==> src/rtl/mem_pkg.sv <==
// Shared encodings and lane-steering helpers for the MEM-stage load/store engine.
// Pure declarations; no state.
package mem_pkg;

    localparam logic [1:0] SZ_BYTE = 2'b00;
    localparam logic [1:0] SZ_HALF = 2'b01;
    localparam logic [1:0] SZ_WORD = 2'b10;

    typedef enum logic [1:0] {
        ST_IDLE = 2'd0,
        ST_REQ  = 2'd1,
        ST_RESP = 2'd2
    } state_t;

    // Reserved size 2'b11 falls through to the word case.
    function automatic logic [3:0] be_gen(input logic [1:0] size, input logic [1:0] a);
        case (size)
            SZ_BYTE: be_gen = 4'b0001 << a;
            SZ_HALF: be_gen = 4'b0011 << {a[1], 1'b0};
            default: be_gen = 4'b1111;
        endcase
    endfunction

    function automatic logic [31:0] wdata_gen(input logic [1:0] size, input logic [31:0] wd);
        case (size)
            SZ_BYTE: wdata_gen = {4{wd[7:0]}};
            SZ_HALF: wdata_gen = {2{wd[15:0]}};
            default: wdata_gen = wd;
        endcase
    endfunction

endpackage

==> src/rtl/load_extender.sv <==
// Selects the byte/half lane of a read word and sign- or zero-extends it to 32 bits.
// Latency: combinational. Backpressure: none.
// Flow control: pure function of its inputs.
module load_extender
    import mem_pkg::*;
(
    input  logic [31:0] rdata,
    input  logic [1:0]  size,
    input  logic [1:0]  a,
    input  logic        is_unsigned,
    output logic [31:0] ext
);

    logic [7:0]  byte_sel;
    logic [15:0] half_sel;

    always_comb begin
        byte_sel = rdata[7:0];
        case (a)
            2'd0:    byte_sel = rdata[7:0];
            2'd1:    byte_sel = rdata[15:8];
            2'd2:    byte_sel = rdata[23:16];
            default: byte_sel = rdata[31:24];
        endcase
        half_sel = a[1] ? rdata[31:16] : rdata[15:0];

        ext = rdata;
        case (size)
            SZ_BYTE: ext = {{24{~is_unsigned & byte_sel[7]}}, byte_sel};
            SZ_HALF: ext = {{16{~is_unsigned & half_sel[15]}}, half_sel};
            default: ext = rdata;
        endcase
    end

endmodule

==> src/rtl/mem_access_unit.sv <==
// MEM-stage load/store engine: steers store lanes, runs a req/ack access, extends loads.
// Latency: non-memory ops pass through combinationally; memory ops take IDLE + N REQ cycles + one RESP cycle.
// Backpressure: stall holds the upstream pipeline until RESP; optional MISALIGN_TRAP_EN traps misaligned half/word.
module mem_access_unit
    import mem_pkg::*;
#(
    parameter int ADDR_W  = 30,
    parameter int TIMEOUT = 255
) (
    input  logic              clk,
    input  logic              rst,
    input  logic              inValid,
    input  logic              inMemRead,
    input  logic              inMemWrite,
    input  logic [1:0]        inMemSize,
    input  logic              inLoadUnsigned,
    input  logic [31:0]       inALUResult,
    input  logic [31:0]       inWriteData,
    input  logic [4:0]        inWriteReg,
    input  logic              inRegWrite,
    input  logic              inMemToReg,
    output logic              mem_req,
    output logic              mem_we,
    output logic [ADDR_W-1:0] mem_addr,
    output logic [3:0]        mem_be,
    output logic [31:0]       mem_wdata,
    input  logic              mem_ack,
    input  logic [31:0]       mem_rdata,
    output logic              stall,
    output logic              outValid,
    output logic              outRegWrite,
    output logic              outMemToReg,
    output logic [4:0]        outWriteReg,
    output logic [31:0]       outALUResult,
    output logic [31:0]       outReadData,
    output logic              outBusError,
    output logic              outMisalign
);

    localparam logic [7:0] TIMEOUT_CNT = 8'(TIMEOUT);

    state_t              state_q, state_d;
    logic [7:0]          cnt_q, cnt_d;
    logic                load_q, load_d;
    logic                we_q, we_d;
    logic [1:0]          size_q, size_d;
    logic                uns_q, uns_d;
    logic [31:0]         alu_q, alu_d;
    logic [4:0]          wreg_q, wreg_d;
    logic                regwrite_q, regwrite_d;
    logic                memtoreg_q, memtoreg_d;
    logic [ADDR_W-1:0]   addr_q, addr_d;
    logic [3:0]          be_q, be_d;
    logic [31:0]         wdata_q, wdata_d;
    logic [31:0]         rdata_q, rdata_d;
    logic                buserr_q, buserr_d;
    logic                mis_q, mis_d;

    logic                is_mem;
    logic                mis;
    logic [31:0]         load_ext;

    load_extender u_load_extender (
        .rdata       (mem_rdata),
        .size        (size_q),
        .a           (alu_q[1:0]),
        .is_unsigned (uns_q),
        .ext         (load_ext)
    );

    assign is_mem = inValid & (inMemRead | inMemWrite);

`ifdef MISALIGN_TRAP_EN
    assign mis = ((inMemSize == SZ_HALF) & inALUResult[0]) |
                 (inMemSize[1] & (inALUResult[1:0] != 2'b00));
`else
    assign mis = 1'b0;
`endif

    // Bus fields come straight from registers so they stay stable across the whole REQ phase.
    assign mem_we    = we_q;
    assign mem_addr  = addr_q;
    assign mem_be    = be_q;
    assign mem_wdata = wdata_q;

    always_comb begin
        state_d    = state_q;
        cnt_d      = cnt_q;
        load_d     = load_q;
        we_d       = we_q;
        size_d     = size_q;
        uns_d      = uns_q;
        alu_d      = alu_q;
        wreg_d     = wreg_q;
        regwrite_d = regwrite_q;
        memtoreg_d = memtoreg_q;
        addr_d     = addr_q;
        be_d       = be_q;
        wdata_d    = wdata_q;
        rdata_d    = rdata_q;
        buserr_d   = buserr_q;
        mis_d      = mis_q;

        mem_req      = 1'b0;
        stall        = 1'b0;
        outValid     = inValid;
        outRegWrite  = inRegWrite;
        outMemToReg  = inMemToReg;
        outWriteReg  = inWriteReg;
        outALUResult = inALUResult;
        outReadData  = 32'h0;
        outBusError  = 1'b0;
        outMisalign  = 1'b0;

        case (state_q)
            ST_IDLE: begin
                if (is_mem) begin
                    stall      = 1'b1;
                    outValid   = 1'b0;
                    load_d     = inMemRead;
                    we_d       = ~inMemRead;
                    size_d     = inMemSize;
                    uns_d      = inLoadUnsigned;
                    alu_d      = inALUResult;
                    wreg_d     = inWriteReg;
                    regwrite_d = inRegWrite & ~mis;
                    memtoreg_d = inMemToReg;
                    addr_d     = inALUResult[ADDR_W+1:2];
                    be_d       = be_gen(inMemSize, inALUResult[1:0]);
                    wdata_d    = wdata_gen(inMemSize, inWriteData);
                    rdata_d    = 32'h0;
                    buserr_d   = 1'b0;
                    mis_d      = mis;
                    cnt_d      = 8'h0;
                    state_d    = mis ? ST_RESP : ST_REQ;
                end
            end
            ST_REQ: begin
                mem_req      = 1'b1;
                stall        = 1'b1;
                outValid     = 1'b0;
                outRegWrite  = regwrite_q;
                outMemToReg  = memtoreg_q;
                outWriteReg  = wreg_q;
                outALUResult = alu_q;
                if (mem_ack) begin
                    rdata_d = load_q ? load_ext : 32'h0;
                    state_d = ST_RESP;
                end else begin
                    cnt_d = cnt_q + 8'd1;
                    if (cnt_d == TIMEOUT_CNT) begin
                        buserr_d   = 1'b1;
                        rdata_d    = 32'h0;
                        regwrite_d = 1'b0;
                        state_d    = ST_RESP;
                    end
                end
            end
            ST_RESP: begin
                outValid     = 1'b1;
                outRegWrite  = regwrite_q;
                outMemToReg  = memtoreg_q;
                outWriteReg  = wreg_q;
                outALUResult = alu_q;
                outReadData  = rdata_q;
                outBusError  = buserr_q;
                outMisalign  = mis_q;
                state_d      = ST_IDLE;
            end
            default: state_d = ST_IDLE;
        endcase
    end

    always_ff @(posedge clk) begin
        if (rst) begin
            state_q    <= ST_IDLE;
            cnt_q      <= 8'h0;
            load_q     <= 1'b0;
            we_q       <= 1'b0;
            size_q     <= 2'b00;
            uns_q      <= 1'b0;
            alu_q      <= 32'h0;
            wreg_q     <= 5'h0;
            regwrite_q <= 1'b0;
            memtoreg_q <= 1'b0;
            addr_q     <= '0;
            be_q       <= 4'h0;
            wdata_q    <= 32'h0;
            rdata_q    <= 32'h0;
            buserr_q   <= 1'b0;
            mis_q      <= 1'b0;
        end else begin
            state_q    <= state_d;
            cnt_q      <= cnt_d;
            load_q     <= load_d;
            we_q       <= we_d;
            size_q     <= size_d;
            uns_q      <= uns_d;
            alu_q      <= alu_d;
            wreg_q     <= wreg_d;
            regwrite_q <= regwrite_d;
            memtoreg_q <= memtoreg_d;
            addr_q     <= addr_d;
            be_q       <= be_d;
            wdata_q    <= wdata_d;
            rdata_q    <= rdata_d;
            buserr_q   <= buserr_d;
            mis_q      <= mis_d;
        end
    end

endmodule

==> config.mk <==
export PLATFORM = sky130hd
export DESIGN_NAME = mem_access_unit
export DESIGN_NICKNAME = d
export VERILOG_FILES = /design/src/rtl/mem_pkg.sv /design/src/rtl/load_extender.sv /design/src/rtl/mem_access_unit.sv
export SDC_FILE = /design/constraint.sdc
export NUM_CORES = 1
export LEC_CHECK = 0
export BUFFER_PORTS_ARGS = -buffer_cell sky130_fd_sc_hd__buf_4
export CORE_MARGIN = 2
export CORE_UTILIZATION = 40
export CTS_CLUSTER_DIAMETER = 60
export CTS_CLUSTER_SIZE = 14
export DETAILED_ROUTE_END_ITERATION = 10
export GPL_TIMING_DRIVEN = 0
export PLACE_DENSITY = 0.67
export SLEW_MARGIN = 5
export SYNTH_ARGS = -nofsm -noshare
export SYNTH_HDL_FRONTEND = slang
export SYNTH_SLANG_ARGS = --single-unit
==> constraint.sdc <==
create_clock -name clk -period 2.9 [get_ports clk]
set_clock_uncertainty 0.1 [all_clocks]
set_input_delay 0.29 -clock clk [delete_from_list [all_inputs] [get_ports clk]]
set_output_delay 0.29 -clock clk [all_outputs]
set_load 0.005 [all_outputs]
==> impl_metrics.prom, run 1 <==
# TYPE chip_impl_metric gauge
chip_impl_info{name="status",value="finished, final reports clean"} 1
chip_impl_metric{name="period_minus_slack",unit="ns"} 2.74
chip_impl_metric{name="detailed_route_via_count",unit=""} 7356
chip_impl_metric{name="final_report_hold_violation_count",unit=""} 0
chip_impl_metric{name="place_congestion",unit=""} 0.866
chip_impl_metric{name="totalNegativeSetupSlack",unit="ns"} 0
chip_impl_metric{name="final_util",unit=""} 0.575
chip_impl_metric{name="p_leak",unit="uW"} 0.00406
chip_impl_metric{name="area_growth",unit="%"} 41.1
chip_impl_metric{name="post_synth_num_cell_types",unit=""} 45
chip_impl_info{name="crit_path_start_kind",value="flip-flop"} 1
chip_impl_metric{name="number_of_antenna_violations_at_the_first_check_in_global_routing",unit=""} 0
chip_impl_metric{name="clkLatencyLatePin",unit="ns"} 0.42
chip_impl_metric{name="finalWirelength",unit="mm"} 24.3
chip_impl_info{name="netlist_top_cells_area",value="dfxtp_1 37%, nand2_1 9.2%, mux2_2 6.7%"} 1
chip_impl_metric{name="final_nets",unit=""} 1255
chip_impl_info{name="setup.worst_path.start",value="state_q[0]"} 1
chip_impl_metric{name="mappedNetlistNets",unit=""} 984
chip_impl_info{name="hold_path_startpoint",value="inALUResult[26]"} 1
chip_impl_metric{name="gate_count_post_synth",unit=""} 866
chip_impl_metric{name="pin_count_of_the_biggest_net_entering_global_routing",unit=""} 17
chip_impl_metric{name="worst-r2r-cell-count",unit=""} 8
chip_impl_metric{name="core_area",unit="mm^2"} 0.0165
chip_impl_info{name="ys_top_cells_by_count",value="165 x nand2_1, 123 x dfxtp_1, 74 x a21oi_1"} 1
chip_impl_metric{name="portBuffers",unit=""} 252
chip_impl_metric{name="postSynthAreaPerCell",unit="um^2"} 7.77
chip_impl_info{name="rsz0062_at_grt",value="false"} 1
chip_impl_metric{name="cts_htree_levels",unit=""} 4
chip_impl_info{name="reg2reg_to",value="mem_wdata[20]"} 1
chip_impl_metric{name="cts-hold-fix-buffers",unit=""} 0
chip_impl_metric{name="finalMaxSlewViolations",unit=""} 0
chip_impl_metric{name="worst-path-max-fanout",unit=""} 10
chip_impl_metric{name="final-setup-viol-count",unit=""} 0
chip_impl_info{name="cts_tree",value="yes"} 1
chip_impl_metric{name="postCtsSetupBuffers",unit=""} 0
chip_impl_metric{name="detail-route-antenna-nets",unit=""} 0
chip_impl_metric{name="dieHeight",unit="um"} 134
chip_impl_metric{name="dpl_worst_slack",unit="ns"} 0.135
chip_impl_info{name="synth_area_leader_cell",value="dfxtp_1"} 1
chip_impl_metric{name="grt_pass1_vias",unit=""} 7052
chip_impl_metric{name="synthesis.area",unit="mm^2"} 0.00673
chip_impl_metric{name="io_pins",unit=""} 255
chip_impl_metric{name="synth.yosys.seq_area_share",unit=""} 0.366
chip_impl_metric{name="floorplan.initialDensity",unit=""} 0.407
chip_impl_metric{name="place.detailed.hpwl",unit="mm"} 18.4
chip_impl_metric{name="setup_ws",unit="ns"} 0.162
chip_impl_metric{name="dr.pass1.iters",unit=""} 5
chip_impl_metric{name="die_area",unit="mm^2"} 0.0179
chip_impl_metric{name="reg2reg_setup_slack",unit="ns"} 0.26
chip_impl_metric{name="timing.critical_path.required",unit="ns"} 2.51
chip_impl_metric{name="max_cap_viol",unit=""} 0
chip_impl_metric{name="synth_enable_flop_cells",unit=""} 0
chip_impl_metric{name="multi_input_gate_area",unit="mm^2"} 0.00367
chip_impl_info{name="count_leader_synth",value="nand2_1"} 1
chip_impl_metric{name="slew_headroom",unit=""} 0.517
chip_impl_info{name="crit-reg2reg-launch",value="state_q[0]"} 1
chip_impl_metric{name="antenna-diode-count",unit=""} 0
chip_impl_metric{name="avgViaCountPerCell",unit=""} 5.37
chip_impl_metric{name="worst_max_slew_pin_slew",unit="ns"} 0.721
chip_impl_metric{name="vdd_drop_max",unit="mV"} 0.479
chip_impl_info{name="root_buffer",value="clkbuf_16"} 1
chip_impl_metric{name="core.rowCount",unit=""} 47
chip_impl_metric{name="synth_largest_type_area_fraction",unit=""} 0.366
chip_impl_metric{name="routedWlPerCell",unit="um"} 17.8
chip_impl_metric{name="whs_path_depth",unit=""} 3
chip_impl_metric{name="dieWidth",unit="um"} 134
chip_impl_metric{name="synth-seq-cells",unit=""} 123
chip_impl_metric{name="seq_area",unit="mm^2"} 0.00246
chip_impl_info{name="hold_path_class",value="in -> reg"} 1
chip_impl_metric{name="timing.final.crit_share",unit=""} 0.944
chip_impl_metric{name="hold_slack",unit="ns"} 0.0217
chip_impl_metric{name="synth-async-reset-ratio",unit=""} 0
chip_impl_info{name="category_of_the_critical_setup_timing_path",value="reg -> out"} 1
chip_impl_metric{name="grt_pass1_wl",unit="mm"} 37.9
chip_impl_info{name="synth_top_flop_cell",value="dfxtp_1"} 1
chip_impl_metric{name="stdcell_count",unit=""} 1369
chip_impl_metric{name="grtUsageTotal",unit=""} 0.270
chip_impl_metric{name="clock_sinks",unit=""} 123
chip_impl_metric{name="achievable_frequency",unit="MHz"} 365
chip_impl_metric{name="detailedRoute.firstIterationViolations",unit=""} 456
chip_impl_info{name="min_delay_worst_endpoint",value="alu_q[26]"} 1
chip_impl_metric{name="ys.warnings.count",unit=""} 0
chip_impl_metric{name="cts_made_buffers",unit=""} 17
chip_impl_metric{name="clockBufferDepth",unit=""} 2
chip_impl_metric{name="dp_cells",unit=""} 1338
chip_impl_metric{name="clk_pin_slew_worst_paths",unit="ns"} 0.06
chip_impl_metric{name="drcViolationCount",unit=""} 0
chip_impl_info{name="setup.worst_path.end_class",value="output pin"} 1
chip_impl_metric{name="worst-endpoint-arrival",unit="ns"} 2.35
chip_impl_metric{name="pwr_density_cell",unit="mW/mm^2"} 600
chip_impl_metric{name="grt.overflow.total",unit=""} 0
chip_impl_metric{name="n_fill_cell",unit=""} 1619
chip_impl_metric{name="post_route_cells_drive_above_1_share",unit=""} 0.320
[worst max path at each step]
| stage | end |
|---|---|
| floorplan | buserr_q |
| global placement | mem_wdata[23] |
| detailed placement | mem_wdata[19] |
| CTS | outALUResult[21] |
| global route | outWriteReg[0] |
| finish | outWriteReg[1] |
[metrics by stage]
step	total power [uW]	instance area [um^2]
2_1_floorplan	2780	6730
3_3_place_gp	3580	8900
3_5_place_dp	3590	8900
4_1_cts	5720	9490
5_1_grt	5950	9500
6_report	5700	9500
[registers in the layout (all words and copies together) (netlist names)]
signal and cells:
buserr_q 1, load_q 1, mem_be 4, uns_q 1, cnt_q 8, state_q 2, wreg_q 5, memtoreg_q 1
mem_addr 1, size_q 2, regwrite_q 1, alu_q 31, mem_we 1, rdata_q 32, mem_wdata 32
[worst max-delay path: stages (launching register included)]
cell     delay, ns
dfxtp_1       0.40
inv_1         0.11
ha_1          0.41
buf_1         0.46
mux2_2        0.40
buf_4         0.15
[final cells by class]
type                       count  share of cell area
multi-input combinational    619               0.386
clock inverter                 7             0.00922
tap                          220              0.0290
inverter                      18             0.00711
buffer                       106              0.0570
sequential                   123               0.259
timing repair buffer         252               0.199
clock buffer                  24              0.0528
[layer usage]
metal	routed length, um	vias up	GRT usage
met1	10300	3430	0.340
met3	2050	46	0.0830
met5	0	-	0
met2	11300	306	0.430
met4	619	0	0.111
li1	-	3574	-
[power by group]
group,switching [uW],total (uW),internal [uW],leakage [uW]
logic,877,1660,782,0.00276
registers,85.4,1910,1820,0.00100
clock network,769,2140,1370,0.000292
[timing repair]
action | 4_1_cts | 5_1_grt
endpoints found under the setup margin | 11 | 24
gates resized for setup | 3 | 6
gates cloned | 0 | 0
[kinds of logic after synthesis]
logic type / synth area share
buffers and inverters: 0.0894
muxes: 0.0966
AOI/OAI and AO/OA: 0.220
other: 0.000557
DFF: 0.366
and+or+nand+nor: 0.217
adders and majority gates: 0.0112
[cell usage in the layout (no fill, tap or decap), types with 3 or more instances in the layout]
master and count:
mux2_2 40, o2111ai_1 17, nor3_1 3, buf_2 9
ha_1 6, and2_1 36, mux2i_1 20, clkbuf_2 4
a311oi_1 12, o211ai_1 26, a21oi_1 74, nor2_1 33
a21o_1 8, dfxtp_1 123, o211a_1 3, inv_1 16
o31a_1 3, o311ai_0 8, clkbuf_1 57, nand2_1 165
clkinv_2 4, a221o_1 8, a211oi_1 9, o21ai_0 54
nand3b_1 7, clkbuf_8 5, nand3_1 61, buf_1 5
nor2b_1 4, buf_4 284, clkbuf_16 17, nand2b_1 4
Power figures use the tool's default switching activity.
==> run 2: changes to the inputs <==
==> constraint.sdc (replaced) <==
create_clock -name clk -period 2.9 [get_ports clk]
set_clock_uncertainty 0.1 [all_clocks]
set_input_delay 0.29 -clock clk [delete_from_list [all_inputs] [get_ports clk]]
set_output_delay 0.29 -clock clk [all_outputs]
set_load 0.02 [all_outputs]
==> impl_metrics.prom, run 2 (synthesized netlist as in run 1, its figures left out) <==
# TYPE chip_impl_metric gauge
chip_impl_metric{name="die_area",unit="mm^2"} 0.0179
chip_impl_metric{name="portBuffers",unit=""} 252
chip_impl_metric{name="wl_met2",unit="mm"} 11.2
chip_impl_metric{name="avgViaCountPerCell",unit=""} 5.37
chip_impl_metric{name="drcViolationCount",unit=""} 0
chip_impl_metric{name="dieHeight",unit="um"} 134
chip_impl_metric{name="core_area",unit="mm^2"} 0.0165
chip_impl_metric{name="post_route_cells_drive_above_1_share",unit=""} 0.321
chip_impl_metric{name="whs_path_depth",unit=""} 3
chip_impl_metric{name="final-setup-viol-count",unit=""} 0
chip_impl_metric{name="dr.pass1.iters",unit=""} 6
chip_impl_metric{name="n_fill_cell",unit=""} 1618
chip_impl_metric{name="area_growth",unit="%"} 41.1
chip_impl_metric{name="grt_pass1_vias",unit=""} 7052
chip_impl_metric{name="detail-route-antenna-nets",unit=""} 0
chip_impl_metric{name="routedWlPerCell",unit="um"} 17.8
chip_impl_metric{name="detailed_place.area",unit="mm^2"} 0.00890
chip_impl_metric{name="clk_pin_slew_worst_paths",unit="ns"} 0.06
chip_impl_metric{name="worst-endpoint-arrival",unit="ns"} 2.29
chip_impl_metric{name="slew_headroom",unit=""} 0.516
chip_impl_metric{name="cts-hold-fix-buffers",unit=""} 0
chip_impl_metric{name="clock_sinks",unit=""} 123
chip_impl_metric{name="clkLatencyLatePin",unit="ns"} 0.42
chip_impl_metric{name="place_congestion",unit=""} 0.866
chip_impl_metric{name="detailed_route_via_count",unit=""} 7358
chip_impl_metric{name="finalWirelength",unit="mm"} 24.3
chip_impl_metric{name="grt_pass1_wl",unit="mm"} 37.9
chip_impl_info{name="hold_path_class",value="in -> reg"} 1
chip_impl_metric{name="achievable_frequency",unit="MHz"} 374
chip_impl_info{name="top_layer_reached_by_signal_wires",value="met4"} 1
chip_impl_metric{name="floorplan.initialDensity",unit=""} 0.407
chip_impl_metric{name="grt.overflow.total",unit=""} 0
chip_impl_metric{name="vdd_drop_max",unit="mV"} 0.484
chip_impl_metric{name="core.rowCount",unit=""} 47
chip_impl_metric{name="clockBufferDepth",unit=""} 2
chip_impl_metric{name="cts_htree_levels",unit=""} 4
chip_impl_metric{name="drt-met1-wl",unit="mm"} 10.4
chip_impl_info{name="rsz0062_at_grt",value="false"} 1
chip_impl_info{name="root_buffer",value="clkbuf_16"} 1
chip_impl_info{name="status",value="finished, final reports clean"} 1
chip_impl_metric{name="netSwitchingFraction",unit=""} 0.336
chip_impl_metric{name="pwr-share-comb",unit=""} 0.326
chip_impl_info{name="crit_path_start_kind",value="flip-flop"} 1
chip_impl_metric{name="pwr_density_cell",unit="mW/mm^2"} 632
chip_impl_metric{name="totalNegativeSetupSlack",unit="ns"} 0
chip_impl_info{name="most_common_cell_after_layout_fill_and_taps_aside",value="buf_4"} 1
chip_impl_metric{name="timing.critical_path.required",unit="ns"} 2.51
chip_impl_metric{name="max_cap_viol",unit=""} 0
chip_impl_info{name="cts_tree",value="yes"} 1
chip_impl_info{name="category_of_the_critical_setup_timing_path",value="reg -> out"} 1
chip_impl_metric{name="power.clock.fraction",unit=""} 0.356
chip_impl_metric{name="final_nets",unit=""} 1255
chip_impl_metric{name="dieWidth",unit="um"} 134
chip_impl_metric{name="cts_made_buffers",unit=""} 17
chip_impl_metric{name="period_minus_slack",unit="ns"} 2.68
chip_impl_metric{name="intPower",unit="uW"} 3990
chip_impl_metric{name="worst-r2r-cell-count",unit=""} 8
chip_impl_info{name="setup.worst_path.end_class",value="output pin"} 1
chip_impl_metric{name="post_layout_inst_area",unit="mm^2"} 0.00950
chip_impl_metric{name="worst-path-max-fanout",unit=""} 10
chip_impl_metric{name="io_pins",unit=""} 255
chip_impl_metric{name="timing.final.crit_share",unit=""} 0.923
chip_impl_metric{name="detailedRoute.firstIterationViolations",unit=""} 467
chip_impl_metric{name="number_of_antenna_violations_at_the_first_check_in_global_routing",unit=""} 0
chip_impl_metric{name="wl_met3",unit="mm"} 2.03
chip_impl_info{name="final_cell_mix",value="284 x buf_4, 165 x nand2_1, 123 x dfxtp_1"} 1
chip_impl_metric{name="finalMaxSlewViolations",unit=""} 0
chip_impl_metric{name="net-switching-power",unit="uW"} 2010
chip_impl_metric{name="final_report_hold_violation_count",unit=""} 0
chip_impl_metric{name="grtUsageTotal",unit=""} 0.270
chip_impl_metric{name="worst_max_slew_pin_slew",unit="ns"} 0.726
chip_impl_metric{name="pin_count_of_the_biggest_net_entering_global_routing",unit=""} 17
chip_impl_metric{name="p_leak",unit="uW"} 0.00406
chip_impl_metric{name="p_seq_frac",unit=""} 0.318
chip_impl_metric{name="place.detailed.hpwl",unit="mm"} 18.4
chip_impl_metric{name="antenna-diode-count",unit=""} 0
[run 2: changes by cell type in the layout (fill, tap and decap cells not counted)]
cell	before	now
clkbuf_4	0	1
buf_1	5	4
clkbuf_2	4	5
buf_2	9	8
[run 2: what timing repair did]
action / in CTS / in global routing
setup buffers: 0 / 0
pin swaps: 0 / 0
resized for setup: 3 / 8
endpoints found under the setup margin: 11 / 36
[run 2: cell type report]
cell class / instances / area (um^2) / area share
Inverter: 18 / 67.6 / 0.00711
Multi-Input combinational cell: 619 / 3670 / 0.386
Sequential cell: 123 / 2460 / 0.259
Timing Repair Buffer: 252 / 1890 / 0.199
Clock inverter: 7 / 87.6 / 0.00922
Buffer: 106 / 546 / 0.0574
Clock buffer: 24 / 502 / 0.0528
Tap cell: 220 / 275 / 0.0290
[run 2: power by group through the flow]
stage	clock network, uW	logic (uW)	registers [uW]
detailed placement	0	1940	1940
global placement	0	1940	1930
CTS	2160	1950	1900
floorplan	0	1070	2000
global route	2230	2090	1920
finish	2140	1960	1910
[run 2: stage by stage]
stage / hold WS (ns) / setup WS, ns / std cells / utilization / power, uW
6_report: 0.0205 / 0.225 / 1369 / 0.575 / 6000
5_1_grt: 0.0205 / 0.0481 / 1369 / 0.575 / 6250
4_1_cts: 0.00490 / 0.0290 / 1369 / 0.574 / 6010
3_5_place_dp: 0.347 / 0.135 / 1338 / 0.539 / 3880
3_3_place_gp: 0.340 / 0.141 / 1338 / 0.539 / 3870
2_1_floorplan: 0.322 / 0.764 / 866 / - / 3070
[run 2: worst paths after layout]
| path | startpoint | endpoint | slack, ns |
|---|---|---|---|
| worst max-delay path | state_q[0] | stall | 0.22 |
| worst min-delay path | inWriteReg[4] | wreg_q[4] | 0.02 |
| worst max register to register | state_q[0] | mem_wdata[20] | 0.28 |
| worst min register to register | wreg_q[4] | wreg_q[4] | 0.35 |
[run 2: layer usage]
| layer | up-vias | GRT usage |
|---|---|---|
| met1 | 3422 | 0.340 |
| met4 | 0 | 0.111 |
| met5 | - | 0 |
| met3 | 55 | 0.0830 |
| li1 | 3578 | - |
| met2 | 303 | 0.430 |
[run 2: worst max-delay path, stage by stage (launching register included)]
cell and delay [ns]:
dfxtp_1 0.40, inv_1 0.11, ha_1 0.20, buf_2 0.16, o211ai_1 0.15, clkbuf_4 0.31, clkbuf_2 0.28, nand2b_1 0.09
buf_4 0.16
